[src/rtl/nibbler_sequencer.sv]
// Fetch/execute sequencer for the Nibbler 4-bit CPU with run/halt/single-step control.
// Define BREAKPOINT_EN to add the PC-match breakpoint ports (pc, bp_addr, bp_en, bp_hit).
module nibbler_sequencer #(
  parameter int unsigned RETIRE_W = 8
`ifdef BREAKPOINT_EN
  , parameter int unsigned PC_W   = 12
`endif
) (
  input  logic                clk,
  input  logic                reset,
  input  logic                run,
  input  logic                step,
  input  logic                halt_req,
  input  logic [7:0]          rom_data,
  input  logic                alu_carry,
  input  logic                alu_zero,
  input  logic                notLoadFlags,
`ifdef BREAKPOINT_EN
  input  logic [PC_W-1:0]     pc,
  input  logic [PC_W-1:0]     bp_addr,
  input  logic                bp_en,
  output logic                bp_hit,
`endif
  output logic                phaseOut,
  output logic [3:0]          instruction,
  output logic [3:0]          operand,
  output logic [1:0]          flagsOut,
  output logic                exec_en,
  output logic                halted,
  output logic [RETIRE_W-1:0] retired
);

  typedef enum logic [1:0] {
    S_HALTED = 2'd0,
    S_FETCH  = 2'd1,
    S_EXEC   = 2'd2
  } state_t;

  state_t              r_state;
  state_t              w_state_nxt;
  logic                r_single_shot;
  logic                w_single_shot_nxt;
  logic                r_step_d;
  logic                w_step_rise;
  logic                w_bp_match;
  logic                r_phase;
  logic                r_exec_en;
  logic                r_halted;
  logic [3:0]          r_instruction;
  logic [3:0]          r_operand;
  logic [1:0]          r_flags;
  logic [RETIRE_W-1:0] r_retired;

`ifdef BREAKPOINT_EN
  logic r_bp_hit;
  logic w_bp_hit_nxt;
  assign w_bp_match = bp_en && (pc == bp_addr);
  assign bp_hit     = r_bp_hit;
`else
  assign w_bp_match = 1'b0;
`endif

  assign w_step_rise = step & ~r_step_d;

  // State register; phase/enable/halted are registered copies of the next-state decode
  always_ff @(posedge clk or posedge reset) begin
    if (reset) begin
      r_state       <= S_HALTED;
      r_single_shot <= 1'b0;
      r_step_d      <= 1'b0;
      r_phase       <= 1'b0;
      r_exec_en     <= 1'b0;
      r_halted      <= 1'b1;
`ifdef BREAKPOINT_EN
      r_bp_hit      <= 1'b0;
`endif
    end else begin
      r_state       <= w_state_nxt;
      r_single_shot <= w_single_shot_nxt;
      r_step_d      <= step;
      r_phase       <= (w_state_nxt == S_EXEC);
      r_exec_en     <= (w_state_nxt != S_HALTED);
      r_halted      <= (w_state_nxt == S_HALTED);
`ifdef BREAKPOINT_EN
      r_bp_hit      <= w_bp_hit_nxt;
`endif
    end
  end

  // Next-state: run beats step, a step ignores the breakpoint so it can always move off it
  always_comb begin
    w_state_nxt       = r_state;
    w_single_shot_nxt = r_single_shot;
`ifdef BREAKPOINT_EN
    w_bp_hit_nxt      = r_bp_hit;
`endif
    case (r_state)
      S_HALTED: begin
        if (run && !halt_req && !w_bp_match) begin
          w_state_nxt       = S_FETCH;
          w_single_shot_nxt = 1'b0;
`ifdef BREAKPOINT_EN
          w_bp_hit_nxt      = 1'b0;
`endif
        end else if (w_step_rise) begin
          w_state_nxt       = S_FETCH;
          w_single_shot_nxt = 1'b1;
`ifdef BREAKPOINT_EN
          w_bp_hit_nxt      = 1'b0;
        end else if (run && !halt_req) begin
          w_bp_hit_nxt      = 1'b1;
`endif
        end
      end
      S_FETCH: begin
        w_state_nxt = S_EXEC;
      end
      S_EXEC: begin
        if (r_single_shot || halt_req || !run) begin
          w_state_nxt       = S_HALTED;
          w_single_shot_nxt = 1'b0;
        end else if (w_bp_match) begin
          w_state_nxt       = S_HALTED;
`ifdef BREAKPOINT_EN
          w_bp_hit_nxt      = 1'b1;
`endif
        end else begin
          w_state_nxt = S_FETCH;
        end
      end
      default: begin
        w_state_nxt       = S_HALTED;
        w_single_shot_nxt = 1'b0;
      end
    endcase
  end

  // Instruction/operand latch at end of FETCH; flags and retire count at end of EXEC
  always_ff @(posedge clk or posedge reset) begin
    if (reset) begin
      r_instruction <= 4'd0;
      r_operand     <= 4'd0;
      r_flags       <= 2'b00;
      r_retired     <= '0;
    end else begin
      if (r_state == S_FETCH) begin
        r_instruction <= rom_data[7:4];
        r_operand     <= rom_data[3:0];
      end
      if (r_state == S_EXEC) begin
        if (!notLoadFlags) begin
          r_flags <= {alu_carry, alu_zero};
        end
        r_retired <= r_retired + RETIRE_W'(1);
      end
    end
  end

  assign phaseOut    = r_phase;
  assign exec_en     = r_exec_en;
  assign halted      = r_halted;
  assign instruction = r_instruction;
  assign operand     = r_operand;
  assign flagsOut    = r_flags;
  assign retired     = r_retired;

endmodule
[config.mk]
export PLATFORM = sky130hd
export DESIGN_NAME = nibbler_sequencer
export DESIGN_NICKNAME = d
export VERILOG_FILES = /design/src/rtl/nibbler_sequencer.sv
export SDC_FILE = /design/constraint.sdc
export NUM_CORES = 1
export LEC_CHECK = 0
export CAP_MARGIN = 20
export CORE_AREA = 2 2 50 52
export DETAILED_ROUTE_END_ITERATION = 8
export DIE_AREA = 0 0 52 54
export PLACE_DENSITY_LB_ADDON = 0.15
export SYNTH_ARGS = -nofsm -noshare
export SYNTH_HDL_FRONTEND = slang
export SYNTH_SLANG_ARGS = --single-unit
[constraint.sdc]
create_clock -name clk -period 3.27 [get_ports clk]
set_input_delay 0.654 -clock clk [delete_from_list [all_inputs] [get_ports clk]]
set_output_delay 0.654 -clock clk [all_outputs]
set_load 0.005 [all_outputs]
# ---- Yosys cells after proc, flatten, opt, wreduce, memory -nomap -nowiden
# Cells that the tools add are included.
dict set report op_classes {
  addsub 1
  mul 0
  div_mod_pow 0
  magnitude_cmp 0
  n_eq_ne 5
  shifts 0
  n_mux 8
  bitwise_logic 4
  reduce_logical 10
}
# op count
set ops {}
lappend ops {{$add 8x1->8 const B} 1}
lappend ops {{$pmux 2 s3} 1}
lappend ops {{$eq 2x2->1 const B} 2}
lappend ops {{$logic_not 2->1} 2}
lappend ops {{$mux 1} 4}
lappend ops {{$mux 2} 2}
lappend ops {{$ne 3x3->1 const B} 1}
lappend ops {{$not 1->1} 3}
lappend ops {{$pmux 1 s3} 1}
lappend ops {{$reduce_and 3->1} 1}
lappend ops {{$eq 2x1->1 const B} 1}
lappend ops {{$logic_not 1->1} 2}
lappend ops {{$logic_or 1x1->1} 2}
lappend ops {{$ne 2x2->1 const B} 1}
lappend ops {{$reduce_and 2->1} 1}
lappend ops {{$reduce_bool 2->1} 1}
lappend ops {{$and 1x1->1} 1}
lappend ops {{$logic_and 1x1->1} 1}
dict set report word_totals {
  ff_bits 25
  latchBits 0
  ramBits 0
  rom_bits 0
  inputBits 16
  output_inout_bits 21
  elab_cells 38
  n_memories 0
}

# ---- Depth between registers and ports, before layout
# Gate-level depths: netlist of run 1.
dict set report depth {
  depth_word 6
  mapped_depth 6
  depth_no_buf 4
}

# ---- Worst setup path before layout of run 1
# OpenSTA, ideal clock, no wires.
dict set report synth_timing {
  path_type {input-to-reg}
  startpoint {in notLoadFlags}
  endpoint {reg r_flags[0], in the netlist flagsOut[0]}
  setup_time_ps 128
  t_arrival_ps 1111
  required_ps 3142
  path_slack_ps 2031
  path_stages 2
  n_path_buf 0
  cell_sequence {nor2_1 mux2_1}
}
dict set report synth_between {
  elab_chain_cells 2
}
# element line
set synth_rtl {}
lappend synth_rtl {{start: declaration} 17} ;# input logic notLoadFlags,
lappend synth_rtl {{$not 1->1 (no source line)} n/a}
lappend synth_rtl {{$reduce_and 2->1 (no source line)} n/a}
lappend synth_rtl {{end signal: assignment} 152} ;# r_flags <= {alu_carry, alu_zero};
lappend synth_rtl {{end: declaration} 51} ;# logic [1:0] r_flags;
# Every way passes these cells.
# A chain may end at the register's enable or synchronous reset.

# ---- Worst setup path in the final report of run 1
dict set report layout_timing {
  startpoint {reg r_halted, in the netlist halted}
  endpoint {out halted}
}
# element line
set layout_lines {}
lappend layout_lines {{start: declaration} 48} ;# logic r_halted;
lappend layout_lines {{start signal: assignment} 83} ;# r_halted <= (w_state_nxt == S_HALTED);
lappend layout_lines {{end: declaration} 29} ;# output logic halted,
# No word-level cell between the ends.

==> out/metrics.csv, run 1 <==
stage;metric;value;unit
run_status;status;completed;
critical_path;Top Family by Delay on Critical Path;flip-flops;
global_route;antenna violations before repair;0;
power;worst IR drop on VDD;0.000407;V
die;die height;54;um
cells_and_area;n_diodes;0;
sta;final worst slack;1280;ps
clock_tree;cts hold-fix bufs;0;
sta;unrepaired setup endpoints after global routing;false;
cells_and_area;number of fill cells in the layout;204;
clock_tree;Inserted Clock Buffers;3;
yosys;post-synthesis sequential area ratio;62.9;%
routing;Post-route DRC;0;
yosys;Synth area leaders;dfrtp_1, nand2_1, xnor2_1, dfstp_2, mux2_1;
die;die area;0.00281;sq mm
clock_tree;Clock Tree Buf Depth;2;
sta;final slew viol count;0;
clock_tree;clk slew on worst S/H paths;130;ps
power;Leakage;0.000655;uW
place;GPL Wtd Cong;0.697;
yosys;cell area after synthesis;997;sq um
place;PortBufs;36;
clock_tree;clk_lat worst skew;310;ps
yosys;Synth cell types;25;
routing;initial DRC count;9;
cells_and_area;Area Overhead vs Synth;41.7;%
yosys;Avg Cell Area, Syn;11.1;sq um
routing;via count;744;
yosys;synth warn;0;
sta;Final setup violation count;0;
sta;Worst Clk Skew;1.74;ps
place;DPL Wire Length;1.34;mm
critical_path;Crit. End Element;output port;
routing;TritonRoute pass-1 iters;4;
die;Core ar.;0.00232;sq mm
sta;Final min period;1990;ps
sta;Hold Vio Cnt, Final;0;
cells_and_area;layout cell share with drive strength beyond 1;7.81;%
sta;actual slew at the worst max-slew pin;895;ps
yosys;Syn Inst Count;90;
critical_path;critical path launch point type;register;
routing;Routed WL;1.80;mm
place;Placed Cells;154;
sta;Slew Limit Headroom;40.3;%
critical_path;Crit-path slowest cell;dfstp_2;
clock_tree;CTS H-tree depth;1;
clock_tree;root buf cell;clkbuf_4;
critical_path;critical path class;register to output port;
place;post-place setup slack;1450;ps
critical_path;CP Max Fanout;1;
critical_path;largest stage delay on the critical path;540;ps
clock_tree;Post-CTS Setup Inserts;0;
die;initial core utilization;43.0;%
yosys;top cell type's share of synthesized area;60.2;%
routing;Final ANT Viol Nets;0;
critical_path;Cell Chain, Critical Path;clkdlybuf4s50_1;
cells_and_area;Layout Nets;146;
global_route;global-route wire length before repair;3.12;mm
global_route;vias in the first global route;735;
clock_tree;clock sinks;25;
cells_and_area;most frequent cells in the layout;clkdlybuf4s50_1, nand2_1, dfrtp_1;
hold_path;Hold Crit Class;register to register;
clock_tree;CTS tree;yes;
die;Die X;52;um
global_route;GRT Util Overall;15.7;%
power;P per Cell Area;778;mW/mm^2
sta;fin crit share;60.9;%
die;row count;18;
cells_and_area;most common cell after layout, fill and taps aside;clkdlybuf4s50_1;
critical_path;worst path required time;2620;ps
clock_tree;post-CTS sizing;0;
routing;wire length per cell;11.4;um
yosys;Synth Register Bits;25;
die;IO Pins;37;
global_route;gr ovfl total;0;
cells_and_area;Layout Cells excl Fill;158;
critical_path;critical path data arrival time;1340;ps
critical_path;worst path bufs/invs;1;
flow_run;# Max-Cap Violations;0;
sta;Total Neg Setup Slack;0;ps
routing;Via density;4.71;
global_route;pin count of the biggest net entering global routing;26;
sta;Highest Clock Rate;503;MHz
yosys;post-synth top area cell;dfrtp_1;
yosys;syn_nets;107;
==> power by group <==
part | total [uW] | internal, uW | switching, uW | leakage [uW]
clock network | 136 | 45.7 | 90.6 | 0.0000177
logic | 436 | 283 | 153 | 0.000327
registers | 527 | 431 | 95.6 | 0.000311
==> Yosys cell counts <==
cell type	instances
nor2b_1	1
xnor2_1	5
inv_1	2
nand2_1	28
o22a_1	1
and3_1	1
dfstp_2	1
and4b_1	1
dfrtp_1	24
a21oi_1	1
mux2_1	2
mux2_2	1
nand4_1	1
nand2b_2	1
nand2b_1	3
xor2_1	2
buf_2	2
o21a_1	1
o21ba_2	2
nand3b_1	1
ha_1	1
o22ai_1	1
inv_2	1
nor3_1	2
nor2_1	4
==> layout make-up <==
class	instances	area (sq um)	share of cell area, %
Timing Repair Buffer	36	360	25.5
Multi-Input combinational cell	60	349	24.7
Clock inverter	1	5.00	0.354
Inverter	3	11.3	0.797
Sequential cell	25	627	44.4
Clock buffer	3	22.5	1.59
Tap cell	30	37.5	2.66
==> per-layer routing <==
layer / track usage (%) / vias up / routed length (um)
li1: - / 363 / -
met1: 19.1 / 356 / 796
met5: 0 / - / 0
met4: 9.21 / 0 / 41
met3: 3.33 / 4 / 82
met2: 25.7 / 21 / 875
==> through the flow <==
step / hold slack [ps] / total power (uW) / cell area, sq um / util (%)
2_1_floorplan: 468 / 709 / 997 / -
3_3_place_gp: 460 / 962 / 1390 / 59.7
3_5_place_dp: 462 / 977 / 1390 / 59.7
4_1_cts: 484 / 1120 / 1410 / 60.9
5_1_grt: 499 / 1190 / 1410 / 60.9
6_report: 476 / 1100 / 1410 / 60.9
==> registers in the layout, summed over array words and instances, names as in the netlist <==
name,count
halted,1
r_single_shot,1
phaseOut,1
r_step_d,1
retired,8
exec_en,1
r_state,2
flagsOut,2
operand,4
instruction,4
==> path summary, 6_finish.rpt <==
kind	startpoint	to	slack, ps	depth (start not counted)
max	halted	halted	1280	1
min	retired[7]	retired[7]	480	1
max reg2reg	r_state[0]	flagsOut[1]	1950	3
min reg2reg	retired[7]	retired[7]	480	1
max in group asynchronous	reset	retired[7]	1910	2
min in group asynchronous	reset	instruction[2]	820	2
==> cell families (layout without fill, tap and decap cells) <==
family                   after synthesis  after routing  synth area share, %
adder cells (fa/ha/maj)                1              1                 1.25
buffers and inverters                  5             43                 2.13
multiplexers                           3              3                 3.39
AND/OR/NAND/NOR                       43             43                 19.4
AO/OA/AOI/OAI                          6              6                 4.77
XOR/XNOR                               7              7                 6.15
flip-flops                            25             25                 62.9
Note: power is estimated with default switching activity, not from simulation.
==> run 2, diff against run 1 <==
CORE_AREA = 2 2 55 57   (was 2 2 50 52)
DIE_AREA = 0 0 57 59   (was 0 0 52 54)
clock period = 1.7 ns   (was 3.27 ns; I/O delays follow)
==> run 2 against run 1 <==
Worst hold slack worse by 100 ps. Final area is 0.71% higher. Via count is 1.7% lower. Largest power group unchanged. Routed wire length is 1.3% higher. Highest routed layer unchanged. Clock skew is 2.2 ps higher. Register-to-register slack worse by 1600 ps. Non-clock buffer count is 1 higher. Count of clock-buffer cells in the layout is 1 higher.
==> out/metrics.csv, run 2 (synthesized netlist as in run 1, its figures left out) <==
stage;metric;value;unit;change
routing;via count;731;;-1.7%
global_route;vias in the first global route;714;;-2.9%
power;P per Cell Area;1480;mW/mm^2;+90%
cells_and_area;number of fill cells in the layout;265;;+30%
hold_path;Hold Crit Class;input pin to async pin;;
cells_and_area;most frequent cells in the layout;clkdlybuf4s50_1, nand2_1, dfrtp_1;;
routing;wire length per cell;11.4;um;about the same
sta;Final setup violation count;0;;unchanged
sta;unrepaired setup endpoints after global routing;false;;
routing;TritonRoute pass-1 iters;4;;unchanged
run_status;status;completed;;
critical_path;Top Family by Delay on Critical Path;buffers and inverters;;
sta;Highest Clock Rate;620;MHz;
cells_and_area;Layout Nets;147;;+0.68%
power;worst IR drop on VDD;0.000811;V;+99%
sta;Worst Clk Skew;3.92;ps;+2.18 ps
die;initial core utilization;36.8;%;-6.2 points
clock_tree;Clock Tree Buf Depth;2;;unchanged
clock_tree;Inserted Clock Buffers;3;;unchanged
critical_path;worst path required time;1360;ps;-1260 ps
routing;initial DRC count;11;;+2
global_route;GRT Util Overall;11.8;%;-3.8 points
cells_and_area;Area Overhead vs Synth;42.7;%;
routing;Routed WL;1.82;mm;+1.3%
critical_path;Crit-path slowest cell;clkdlybuf4s50_1;;
clock_tree;clk_lat worst skew;300;ps;about the same
global_route;global-route wire length before repair;3.18;mm;+2.0%
die;die area;0.00336;sq mm;+20%
critical_path;CP Max Fanout;4;;+3
die;IO Pins;37;;unchanged
place;PortBufs;36;;unchanged
flow_run;# Max-Cap Violations;0;;unchanged
routing;wl on met1;850;um;+6.8%
global_route;gr ovfl total;0;;unchanged
sta;Hold Vio Cnt, Final;0;;unchanged
routing;metal2 WL;836;um;-4.5%
die;Die X;57;um;+9.6%
critical_path;critical path class;register to output port;;
cells_and_area;n_diodes;0;;unchanged
sta;Slew Limit Headroom;73.7;%;+33 points
sta;actual slew at the worst max-slew pin;394;ps;-501 ps
sta;final slew viol count;0;;unchanged
critical_path;critical path data arrival time;1270;ps;-70 ps
place;GPL Wtd Cong;0.736;;+5.6%
cells_and_area;layout cell share with drive strength beyond 1;7.75;%;-0.061 points
power;Tot Pwr;2100;uW;+91%
clock_tree;root buf cell;clkbuf_4;;
cells_and_area;most common cell after layout, fill and taps aside;clkdlybuf4s50_1;;
die;die height;59;um;+9.3%
sta;Hold Worst Slack;375;ps;-101 ps
clock_tree;clk slew on worst S/H paths;130;ps;about the same
sta;fin crit share;94.8;%;
die;row count;19;;+1
critical_path;critical path launch point type;register;;
sta;Total Neg Setup Slack;0;ps;unchanged
routing;Post-route DRC;0;;unchanged
critical_path;Crit. End Element;output port;;
sta;Final min period;1610;ps;
power;Leakage;0.000667;uW;+1.7%
critical_path;worst path bufs/invs;1;;unchanged
cells_and_area;post-layout util;52.5;%;-8.4 points
global_route;pin count of the biggest net entering global routing;26;;unchanged
clock_tree;CTS tree;yes;;
clock_tree;CTS H-tree depth;1;;unchanged
clock_tree;clock sinks;25;;unchanged
die;Core ar.;0.00271;sq mm;+17%
routing;Final ANT Viol Nets;0;;unchanged
routing;top sig layer;met4;;
global_route;antenna violations before repair;0;;unchanged
routing;Via density;4.57;;-3.0%
place;DPL Wire Length;1.36;mm;+0.83%
cells_and_area;max reg flops;8;;unchanged
routing;Met3 Wirelength;116;um;+41%
critical_path;largest stage delay on the critical path;530;ps;about the same
critical_path;Cell Chain, Critical Path;clkdlybuf4s50_1;;
-- run 2: power by group --
group / total, uW / internal (uW) / leakage [uW] / switching, uW
Clock: 249 / 91.2 / 0.0000150 / 158
Combinational: 836 / 543 / 0.000341 / 293
Sequential: 1020 / 830 / 0.000311 / 187
-- run 2: cell type report --
cell class / count / area (sq um) / area share (%)
multi-input cells: 60 / 349 / 24.5
clock buffers: 4 / 26.3 / 1.85
repair buffers: 37 / 370 / 26.0
well taps: 31 / 38.8 / 2.73
flip-flops and latches: 25 / 627 / 44.1
inverters: 3 / 11.3 / 0.792
-- run 2: worst paths after layout --
kind	from	endpoint	slack, ps	cells past startpoint
worst min-delay path	reset	instruction[3]	380	3
worst max register to register	r_state[1]	instruction[0]	370	4
worst min register to register	retired[7]	retired[7]	480	1
max in group asynchronous	reset	halted	1040	3
min in group clk	retired[7]	retired[7]	480	1
worst max-delay path	retired[0]	retired[0]	90	1
-- run 2: routing by layer --
| layer | track usage [%] | vias to the layer above |
|---|---|---|
| met1 | 16.3 | 343 |
| met5 | 0 | - |
| met4 | 2.99 | 0 |
| met2 | 19.4 | 23 |
| li1 | - | 363 |
| met3 | 2.40 | 2 |
-- run 2: stage by stage --
step,cell area (sq um),instances,setup WS [ps]
global route,1420,160,35.6
floorplan,997,90,484
CTS,1420,160,16.0
finish,1420,160,88.4
detailed placement,1390,156,317
global placement,1390,156,340
-- run 2: what timing repair did --
item | in CTS | in global routing
resized for setup | 0 | 1
buffers inserted | 0 | 0
endpoints found under the setup margin | 0 | 1
hold buffers | 0 | 0
